## src/rtl/reg_bus_master.sv

```systemverilog
// Initiator for the two-phase MCU register bus: an address strobe, then a data strobe (write) or a readback sample (read).
// Optional macro REG_BUS_ADDR_CACHE_EN skips the address phase when the target address matches the last one sent.
module reg_bus_master #(
  parameter int SETUP_CYC = 1,
  parameter int PULSE_CYC = 2,
  parameter int HOLD_CYC  = 1,
  parameter int READ_WAIT = 2
) (
  input  logic       CLK,
  input  logic       RESET,
  input  logic       REQ_VALID,
  output logic       REQ_READY,
  input  logic       REQ_WRITE,
  input  logic [4:0] REQ_ADDR,
  input  logic [7:0] REQ_DATA,
  output logic       RSP_VALID,
  output logic [7:0] RSP_DATA,
  output logic       BUSY,
  output logic       BUS_ADDR_OR_DATA,
  output logic       BUS_WRITE,
  output logic [7:0] BUS_DATA_OUT,
  input  logic [7:0] BUS_DATA_IN
);

  typedef enum logic [2:0] {
    IDLE    = 3'd0,
    A_SETUP = 3'd1,
    A_PULSE = 3'd2,
    A_HOLD  = 3'd3,
    D_SETUP = 3'd4,
    D_PULSE = 3'd5,
    D_HOLD  = 3'd6,
    R_WAIT  = 3'd7
  } state_t;

  localparam logic [7:0] SETUP_LD = 8'(SETUP_CYC - 1);
  localparam logic [7:0] PULSE_LD = 8'(PULSE_CYC - 1);
  localparam logic [7:0] HOLD_LD  = 8'(HOLD_CYC - 1);
  localparam logic [7:0] WAIT_LD  = 8'(READ_WAIT - 1);

  state_t     state_r, state_next_s;
  logic [7:0] cnt_r, cnt_next_s;
  logic       accept_s, cache_hit_s, rsp_valid_next_s;
  logic       aod_next_s;
  logic [7:0] dout_next_s, rsp_data_next_s;
  logic       req_ready_r, busy_r, rsp_valid_r, bus_aod_r, bus_write_r, write_r;
  logic [7:0] rsp_data_r, bus_dout_r, data_r;

`ifdef REG_BUS_ADDR_CACHE_EN
  logic       cache_valid_r, set_cache_s;
  logic [4:0] last_addr_r;
`endif

  // Each state's dwell is (N-1) on the shared down-counter; advance on zero.
  function automatic logic [7:0] load_value(input state_t s);
    logic [7:0] v;
    case (s)
      A_SETUP, D_SETUP: v = SETUP_LD;
      A_PULSE, D_PULSE: v = PULSE_LD;
      A_HOLD,  D_HOLD:  v = HOLD_LD;
      R_WAIT:           v = WAIT_LD;
      default:          v = 8'd0;
    endcase
    return v;
  endfunction

  // Address-cache hit detection on the request about to be accepted.
`ifdef REG_BUS_ADDR_CACHE_EN
  assign cache_hit_s = cache_valid_r && (REQ_ADDR == last_addr_r);
`else
  assign cache_hit_s = 1'b0;
`endif

  // Next-state, counter and next-output logic.
  always_comb begin
    state_next_s     = state_r;
    accept_s         = 1'b0;
    aod_next_s       = bus_aod_r;
    dout_next_s      = bus_dout_r;
    rsp_valid_next_s = 1'b0;
    rsp_data_next_s  = rsp_data_r;
`ifdef REG_BUS_ADDR_CACHE_EN
    set_cache_s      = 1'b0;
`endif
    case (state_r)
      IDLE: begin
        if (REQ_VALID) begin
          accept_s = 1'b1;
          if (cache_hit_s) begin
            if (REQ_WRITE) begin
              state_next_s = D_SETUP;
              aod_next_s   = 1'b0;
              dout_next_s  = REQ_DATA;
            end else begin
              state_next_s = R_WAIT;
            end
          end else begin
            state_next_s = A_SETUP;
            aod_next_s   = 1'b1;
            dout_next_s  = {3'b000, REQ_ADDR};
          end
        end else begin
          state_next_s = IDLE;
        end
      end
      A_SETUP: if (cnt_r == 8'd0) state_next_s = A_PULSE; else state_next_s = A_SETUP;
      A_PULSE: if (cnt_r == 8'd0) state_next_s = A_HOLD;  else state_next_s = A_PULSE;
      A_HOLD: begin
        if (cnt_r == 8'd0) begin
`ifdef REG_BUS_ADDR_CACHE_EN
          set_cache_s = 1'b1;
`endif
          if (write_r) begin
            state_next_s = D_SETUP;
            aod_next_s   = 1'b0;
            dout_next_s  = data_r;
          end else begin
            state_next_s = R_WAIT;
          end
        end else begin
          state_next_s = A_HOLD;
        end
      end
      D_SETUP: if (cnt_r == 8'd0) state_next_s = D_PULSE; else state_next_s = D_SETUP;
      D_PULSE: if (cnt_r == 8'd0) state_next_s = D_HOLD;  else state_next_s = D_PULSE;
      D_HOLD:  if (cnt_r == 8'd0) state_next_s = IDLE;    else state_next_s = D_HOLD;
      R_WAIT: begin
        if (cnt_r == 8'd0) begin
          state_next_s     = IDLE;
          rsp_valid_next_s = 1'b1;
          rsp_data_next_s  = BUS_DATA_IN;
        end else begin
          state_next_s = R_WAIT;
        end
      end
      default: state_next_s = IDLE;
    endcase

    if (state_next_s != state_r) begin
      cnt_next_s = load_value(state_next_s);
    end else if (cnt_r != 8'd0) begin
      cnt_next_s = cnt_r - 8'd1;
    end else begin
      cnt_next_s = cnt_r;
    end
  end

  // State, counter, captured request and registered outputs.
  always_ff @(posedge CLK or posedge RESET) begin
    if (RESET) begin
      state_r     <= IDLE;
      cnt_r       <= 8'd0;
      req_ready_r <= 1'b1;
      busy_r      <= 1'b0;
      rsp_valid_r <= 1'b0;
      rsp_data_r  <= 8'h00;
      bus_aod_r   <= 1'b0;
      bus_write_r <= 1'b0;
      bus_dout_r  <= 8'h00;
      write_r     <= 1'b0;
      data_r      <= 8'h00;
    end else begin
      state_r     <= state_next_s;
      cnt_r       <= cnt_next_s;
      req_ready_r <= (state_next_s == IDLE);
      busy_r      <= (state_next_s != IDLE);
      rsp_valid_r <= rsp_valid_next_s;
      rsp_data_r  <= rsp_data_next_s;
      bus_aod_r   <= aod_next_s;
      bus_write_r <= (state_next_s == A_PULSE) || (state_next_s == D_PULSE);
      bus_dout_r  <= dout_next_s;
      if (accept_s) begin
        write_r <= REQ_WRITE;
        data_r  <= REQ_DATA;
      end
    end
  end

`ifdef REG_BUS_ADDR_CACHE_EN
  // last_addr tracks the in-flight address; it is trusted only once its address phase completes.
  always_ff @(posedge CLK or posedge RESET) begin
    if (RESET) begin
      cache_valid_r <= 1'b0;
      last_addr_r   <= 5'd0;
    end else begin
      if (accept_s) last_addr_r <= REQ_ADDR;
      if (set_cache_s) cache_valid_r <= 1'b1;
    end
  end
`endif

  assign REQ_READY        = req_ready_r;
  assign BUSY             = busy_r;
  assign RSP_VALID        = rsp_valid_r;
  assign RSP_DATA         = rsp_data_r;
  assign BUS_ADDR_OR_DATA = bus_aod_r;
  assign BUS_WRITE        = bus_write_r;
  assign BUS_DATA_OUT     = bus_dout_r;

endmodule

```

## config.mk

```make
export PLATFORM = sky130hd
export DESIGN_NAME = reg_bus_master
export DESIGN_NICKNAME = d
export VERILOG_FILES = /design/src/rtl/reg_bus_master.sv
export SDC_FILE = /design/constraint.sdc
export NUM_CORES = 1
export LEC_CHECK = 0
export CORE_ASPECT_RATIO = 1.4
export CORE_MARGIN = 2
export CORE_UTILIZATION = 30
export DETAILED_ROUTE_END_ITERATION = 8
export HOLD_SLACK_MARGIN = 0.1
export PLACE_DENSITY = 0.63
export RECOVER_POWER = 50
export SETUP_SLACK_MARGIN = 0.2
export SLEW_MARGIN = 20
export SYNTH_ARGS = -nofsm -noshare
export SYNTH_HDL_FRONTEND = slang
export SYNTH_SLANG_ARGS = --single-unit
```

## constraint.sdc

```tcl
create_clock -name CLK -period 2.8 [get_ports CLK]
set_input_delay 0.56 -clock CLK [delete_from_list [all_inputs] [get_ports CLK]]
set_output_delay 0.56 -clock CLK [all_outputs]
set_load 0.005 [all_outputs]
```

# Yosys cells after proc, flatten, opt, wreduce, memory -nomap -nowiden
# Cells that the tools add are included.
[word_totals]
reg_bits = 41
output_inout_bits = 21
[op_classes]
n_addsub = 1
eq_ne = 14
n_mux = 25
reduce_logical = 11
[op_table]
columns = ["op", "count"]
rows = [
  ["$mux W8", 5],
  ["$pmux W3 S8", 1],
  ["$eq A3 B3 Y1 const B", 6],
  ["$pmux W8 S2", 1],
  ["$mux W1", 11],
  ["$eq A3 B2 Y1 const B", 3],
  ["$mux W3", 3],
  ["$logic_not A8 Y1", 1],
  ["$reduce_bool A8 Y1", 1],
  ["$sub A8 B1 Y8 const B", 1],
  ["$logic_not A3 Y1", 2],
  ["$mux W2", 3],
  ["$ne A2 B2 Y1 const B", 3],
  ["$reduce_and A4 Y1", 1],
  ["$reduce_bool A2 Y1", 2],
  ["$eq A3 B1 Y1 const B", 1],
  ["$ne A3 B3 Y1", 1],
  ["$reduce_bool A3 Y1", 1],
  ["$reduce_or A3 Y1", 1],
  ["$pmux W1 S2", 1],
  ["$reduce_and A2 Y1", 1],
  ["$logic_or A1 B1 Y1", 1],
]

# Longest topological paths before layout
# Gate-level depths: netlist of the first run.
[depth]
ltp_word = 7
mapped_depth = 7
mapped_depth_nobuf = 6

# Worst setup path after synthesis of the first run
# Ideal clock, no wire load.
[synth_path]
kind = "reg-to-reg"
startpoint = "reg cnt_r[0]"
endpoint = "reg bus_dout_r[0] (netlist: BUS_DATA_OUT[0])"
setup_time_ns = 0.125
arrival_ns = 1.931
t_required_ns = 2.675
setup_slack_ns = 0.744
path_stages_with_launch = 8
period_less_slack_ns = 2.056
cell_sequence = "dfrtp_1 inv_1 ha_1 or3b_1 clkbuf_1 nor4_4 nor2_4 mux2_4"
[synth_between]
elab_chain_len = 3
[synth_lines]
columns = ["element", "line", "rtl"]
rows = [
  ["from (decl)", "42", "logic [7:0] cnt_r, cnt_next_s;"],
  ["from (signal assigned)", "164", "cnt_r <= cnt_next_s;"],
  ["$logic_not A8 Y1", "109", "if (cnt_r == 8'd0) begin"],
  ["$ne A2 B2 Y1 (no source line)", "--", ""],
  ["$reduce_and A4 Y1 (no source line)", "--", ""],
  ["to (signal assigned)", "171", "bus_dout_r <= dout_next_s;"],
  ["to (decl)", "47", "logic [7:0] rsp_data_r, bus_dout_r, data_r;"],
]
# No other way between the ends.
# A chain may end at the register's enable or synchronous reset.

# Worst setup path in the final report of the first run
[layout_path]
startpoint = "reg cnt_r[0]"
endpoint = "reg bus_dout_r[4] (netlist: BUS_DATA_OUT[4])"
# The elaborated chain is that of the path after synthesis.

==> results of run 1 <==
-- power by group --
part,internal [mW],switching (mW)
clock,0.200,0.208
sequential,0.861,0.227
combinational,0.584,0.413
-- cell type report --
type	instances	area, sq um
fillers	637	3620
flip-flops and latches	41	1030
multi-input cells	119	783
repair buffers	49	474
well taps	72	90.1
clock buffers	6	82.6
inverters	8	30.0
clock inverters	2	13.8
-- placed cells by master (no fill, tap or decap), types with 5 or more instances in the layout --
master           instances
clkbuf_8                 6
clkdlybuf4s50_1         41
dfrtp_1                 40
inv_1                    7
mux2_2                  13
mux2_4                   5
nand2_1                 38
nor2_1                   9
o21ai_0                  9
-- cell usage after synthesis (3+ instances only) --
| library cell | instances |
|---|---|
| dfrtp_1 | 40 |
| xor2_1 | 3 |
| nor2_1 | 9 |
| a21oi_1 | 4 |
| clkbuf_1 | 7 |
| mux2_4 | 5 |
| nand2_1 | 38 |
| inv_1 | 8 |
| nor4_1 | 3 |
| nor3_1 | 4 |
| mux2_2 | 13 |
| o21ai_0 | 9 |
| nand3_1 | 4 |
-- worst min-delay path by stage --
stage | startpoint | endpoint | slack, ns | cells after the start
after floorplan | data_r[0]$_DFFE_PP0P_ | data_r[0]$_DFFE_PP0P_ | 0.44 | 2
after global placement | data_r[2]$_DFFE_PP0P_ | data_r[2]$_DFFE_PP0P_ | 0.45 | 2
after detailed placement | data_r[2]$_DFFE_PP0P_ | data_r[2]$_DFFE_PP0P_ | 0.46 | 2
after CTS | data_r[2]$_DFFE_PP0P_ | data_r[2]$_DFFE_PP0P_ | 0.48 | 2
after global routing | data_r[0]$_DFFE_PP0P_ | data_r[0]$_DFFE_PP0P_ | 0.50 | 2
final | data_r[2]$_DFFE_PP0P_ | data_r[2]$_DFFE_PP0P_ | 0.48 | 2
-- worst min-delay path, delay by kind of cell, from the launching register on --
| family | cells | cell delay (ns) |
|---|---|---|
| flops | 1 | 0.35 |
| simple gates | 2 | 0.10 |
-- layer usage --
metal	part of all wire [%]	track usage (%)
met5	0	0
met4	2.0	5.95
met1	41	14.3
met2	51	20.5
met3	5.2	2.49
-- stage by stage --
step	instances	setup WS, ns	power (mW)	util (%)	instance area (sq um)
final	297	0.601	2.49	40.8	2500
after global routing	297	0.461	2.67	40.8	2500
after CTS	297	0.587	2.52	40.9	2510
after detailed placement	289	0.588	2.11	39.4	2410
after global placement	289	0.655	2.08	39.4	2410
after floorplan	175	0.744	1.67	-	1870
-- kinds of logic (layout without fill, tap and decap cells) --
family	after synthesis	after routing	share of synthesized area, %
and+or+nand+nor	71	71	18.6
DFF	41	41	55.0
AOI/OAI and AO/OA	23	23	7.71
muxes	19	19	12.4
buffers and inverters	15	65	3.02
xor gates and xnor gates	4	4	1.88
adders and majority gates	2	2	1.34
-- state kept, by name, summed over array words and instances (netlist names) --
| register | cells |
|---|---|
| state_r | 3 |
| BUSY | 1 |
| cnt_r | 8 |
| data_r | 8 |
| write_r | 1 |
| BUS_ADDR_OR_DATA | 1 |
| REQ_READY | 1 |
| BUS_DATA_OUT | 8 |
| RSP_VALID | 1 |
| RSP_DATA | 8 |
| BUS_WRITE | 1 |
==> flow_metrics.tcl, run 1 <==
set metrics [dict create \
    yosysSeqAreaShare_pct 55.0 \
    dp_hpwl_um 2840 \
    htree_num_levels 2 \
    ir_drop_uv 468 \
    initial_core_util_pct 30.5 \
    gr-total-overflow 0 \
    vias_per_cell 4.72 \
    min_period_over_period_pct 78.5 \
    cp_num_cells 6 \
    critical-path-top-delay-family "simple AND/OR/NAND/NOR gates" \
    diodes 0 \
    cp-start-kind "flip-flop" \
    cp_slowest_cell "or3b_1" \
    gp_congestion 0.843 \
    die-area_sq_um 6880 \
    fp.dieH_um 97.3 \
    maxSlewHeadroom_pct 32.7 \
    drv_slew 0 \
    io_buffer_count 45 \
    worstMarginPinSlew_ns 1.01 \
    hold_ws_ns 0.476 \
    hp-class "reg -> reg" \
    synth.area.top_cells "dfrtp_1 (54%), mux2_2 (7.8%), nand2_1 (7.6%), mux2_4 (4.0%), o21ai_0 (2.4%)" \
    cts_sinks 41 \
    syn_nets 202 \
    cts_buffers 5 \
    p_leak_nw 1.12 \
    io_pins 46 \
    drive_gt1_share_pct 15.6 \
    endpoint "BUS_DATA_OUT[4]$_DFFE_PP0P_" \
    ys.warnings.count 0 \
    cts_setup_buffers 0 \
    synth-edff-count 0 \
    wirelength_um 3930 \
    yosysTopAreaCell "dfrtp_1" \
    end_kind "flip-flop" \
    clk_pin_slew_ns 0.09 \
    rr_worst_depth 6 \
    yosys_most_used_dff "dfrtp_1" \
    synthToLayoutAreaGrowth_pct 34.0 \
    cts_resized 0 \
    num-nets-final 251 \
    worstPathArrival_ns 2.39 \
    grt_max_degree 42 \
    critPathLaunch "cnt_r[0]$_DFFE_PP0P_" \
    timing.rr.end "BUS_DATA_OUT[4]$_DFFE_PP0P_" \
    netlist_instances 175 \
    core_area_sq_um 6130 \
    cap_violations 0 \
    powerDensity_nw_per_um2 997 \
    placementRows 34 \
    reg2reg_slack_ns 0.60 \
    critPathBufInv 1 \
    async_flop_share_pct 100 \
    fin_skew_ns 0.00930 \
    wl_per_cell_um 13.2 \
    setup_viol 0 \
    die_w_um 70.7 \
    grt_antenna_before_repair 0 \
    crit_type "reg -> reg" \
    synth_top_area_share_pct 53.6 \
    timing.fmax_mhz 455 \
    remaining_drc_errors 0 \
    grt_pass1_wl_um 6520 \
    clock_latency_ns 0.29 \
    cp_max_fo 8 \
    ys_types 37 \
    ys_ff_latch 41 \
    tns_ns 0 \
    grt_use_total_pct 12.1 \
    clockBufferDepth 2 \
    vias 1401 \
    grt_pass1_vias 1368 \
    r2r-start "cnt_r[0]$_DFFE_PP0P_" \
    antenna_left 0 \
    drtIter0Drc 24 \
    hold_buffers 0 \
    hold_viol 0 \
    min_period_ns 2.20 \
    required_ns 2.99 \
    outcome "finished, final reports clean" \
    cpPeakStageDelay_ns 0.47 \
    avgSynthCellArea_sq_um 10.7 \
    cts-root-buf "clkbuf_8" \
    cts_tree "done" \
    netlist_area_sq_um 1870 \
    rsz0062_at_grt "no" \
    path_cells "inv_1, ha_1, or3b_1, nor4_4, nor2_4, mux2_4" \
    detail_route.first_pass.iterations 6 \
]
(Power assumes the default switching activity.)
==> inputs of run 2 (changes only) <==
Clock period 2.8 ns to 2.1 ns, I/O delays scaled along.
==> flow_metrics.tcl, run 2 (same netlist as run 1, synthesis figures left out) <==
set metrics [dict create \
    cts_tree "done" \
    tns_ns 0 \
    worstPathArrival_ns 2.06 \
    cts-root-buf "clkbuf_8" \
    final_cells 310 \
    htree_num_levels 2 \
    antenna_left 0 \
    hold_viol 0 \
    remaining_drc_errors 0 \
    finalPower_mw 3.51 \
    mostFrequentLayoutCell "dfrtp_1" \
    rsz0062_at_grt "yes" \
    setup_viol 0 \
    synthToLayoutAreaGrowth_pct 41.7 \
    detail_route.first_pass.iterations 4 \
    cap_violations 0 \
    reg2reg_slack_ns 0.22 \
    diodes 0 \
    num-nets-final 264 \
    placementRows 34 \
    io_pins 46 \
    outcome "finished, final reports clean" \
    gp_congestion 0.902 \
    min_period_over_period_pct 89.3 \
    layout_common_cells "dfrtp_1 (39), nand2_1 (36), clkdlybuf4s50_1 (36)" \
    grt_max_degree 42 \
    clock_latency_ns 0.29 \
    powerDensity_nw_per_um2 1330 \
    hp-class "reg -> reg" \
    timing.fmax_mhz 533 \
    crit_type "reg -> reg" \
    clk_pin_slew_ns 0.08 \
    cp_slowest_cell "or4_4" \
    vias_per_cell 4.74 \
    min_to "data_r[0]$_DFFE_PP0P_" \
    path_cells "or4_4, nor4_4, nor2_4, mux2_4" \
    grt_pass1_wl_um 6930 \
    end_kind "flip-flop" \
    vias 1469 \
    dp_cells 295 \
    cp-start-kind "flip-flop" \
    ir_drop_uv 692 \
    holdPathStages 2 \
    dp_hpwl_um 2790 \
    min_period_ns 1.88 \
    cp_max_fo 5 \
    wl_per_cell_um 12.8 \
    io_buffer_count 45 \
    fp.dieH_um 97.3 \
    r2r-start "cnt_r[3]$_DFFE_PP0P_" \
    required_ns 2.28 \
    die_w_um 70.7 \
    hp-start "data_r[0]$_DFFE_PP0P_" \
    gr-total-overflow 0 \
    timing.rr.end "BUS_DATA_OUT[0]$_DFFE_PP0P_" \
    drv_slew 0 \
    grt_antenna_before_repair 0 \
    clockBufferDepth 2 \
    fin_skew_ns 0.00584 \
    hold_buffers 0 \
    grt_use_total_pct 12.6 \
    maxSlewHeadroom_pct 34.8 \
    die-area_sq_um 6880 \
    wirelength_um 3970 \
    core_area_sq_um 6130 \
    grt_pass1_vias 1498 \
    cts_sinks 41 \
    rr_worst_depth 4 \
    drtIter0Drc 30 \
    drive_gt1_share_pct 24.4 \
    cts_buffers 5 \
    worstMarginPinSlew_ns 0.977 \
    initial_core_util_pct 30.5 \
    fin_util_pct 43.2 \
    cpPeakStageDelay_ns 0.56 \
    p_leak_nw 1.22 \
]
==> run 2: changes by cell type in the layout (fill, tap and decap cells not counted), moves of 3 or more <==
cell,delta
o21ai_0,-3
buf_4,+13
clkdlybuf4s50_1,-5
dlygate4sd3_1,+5
o21ai_1,+3
==> run 2: per-layer routing <==
metal | up-vias | routed length (um) | track usage [%]
met3 | 6 | 141 | 2.39
met2 | 36 | 2110 | 22.3
met4 | 0 | 76 | 4.79
met5 | - | 0 | 0
met1 | 702 | 1640 | 14.9
li1 | 725 | - | -
==> run 2: per-stage QoR <==
stage | cell area [sq um] | hold slack, ns | worst slack (ns)
2_1_floorplan | 1870 | 0.442 | 0.0934
3_3_place_gp | 2460 | 0.455 | 0.174
3_5_place_dp | 2460 | 0.459 | 0.185
4_1_cts | 2600 | 0.479 | 0.210
5_1_grt | 2650 | 0.513 | 0.148
6_report | 2650 | 0.472 | 0.224
==> run 2: how the worst max path moves through the flow <==
stage | end | cells past startpoint | slack, ns | from
floorplan | BUS_DATA_OUT[0]$_DFFE_PP0P_ | 7 | 0.09 | cnt_r[0]$_DFFE_PP0P_
global placement | BUS_WRITE$_DFF_PP0_ | 7 | 0.17 | cnt_r[0]$_DFFE_PP0P_
detailed placement | BUS_DATA_OUT[0]$_DFFE_PP0P_ | 6 | 0.19 | cnt_r[0]$_DFFE_PP0P_
CTS | BUS_DATA_OUT[0]$_DFFE_PP0P_ | 6 | 0.21 | cnt_r[1]$_DFFE_PP0P_
global route | BUS_DATA_OUT[1]$_DFFE_PP0P_ | 4 | 0.15 | cnt_r[3]$_DFFE_PP0P_
finish | BUS_DATA_OUT[0]$_DFFE_PP0P_ | 4 | 0.22 | cnt_r[3]$_DFFE_PP0P_
==> run 2: critical path: cells and delay by family, from the launching register on <==
| kind | cells | cell delay [ns] |
|---|---|---|
| flip-flops | 1 | 0.44 |
| multiplexers | 1 | 0.31 |
| AND/OR/NAND/NOR | 3 | 1.01 |
==> run 2: final cells by class <==
class,instances,area [sq um]
sequential,41,1030
inverter,8,30.0
clock buffer,7,96.3
clock inverter,1,8.76
timing repair buffer,62,579
multi-input combinational,119,812
fill,593,3480
tap,72,90.1
==> run 2: timing repair <==
item                                    in CTS  in global routing
gates resized for setup                      1                 12
buffers inserted                             5                  2
pin swaps                                    2                  3
endpoints found under the setup margin       8                 19
==> run 2: where the power goes <==
group	switching, mW	internal, mW
sequential	0.266	1.15
combinational	0.633	0.886
clock	0.275	0.303
total	1.17	2.34
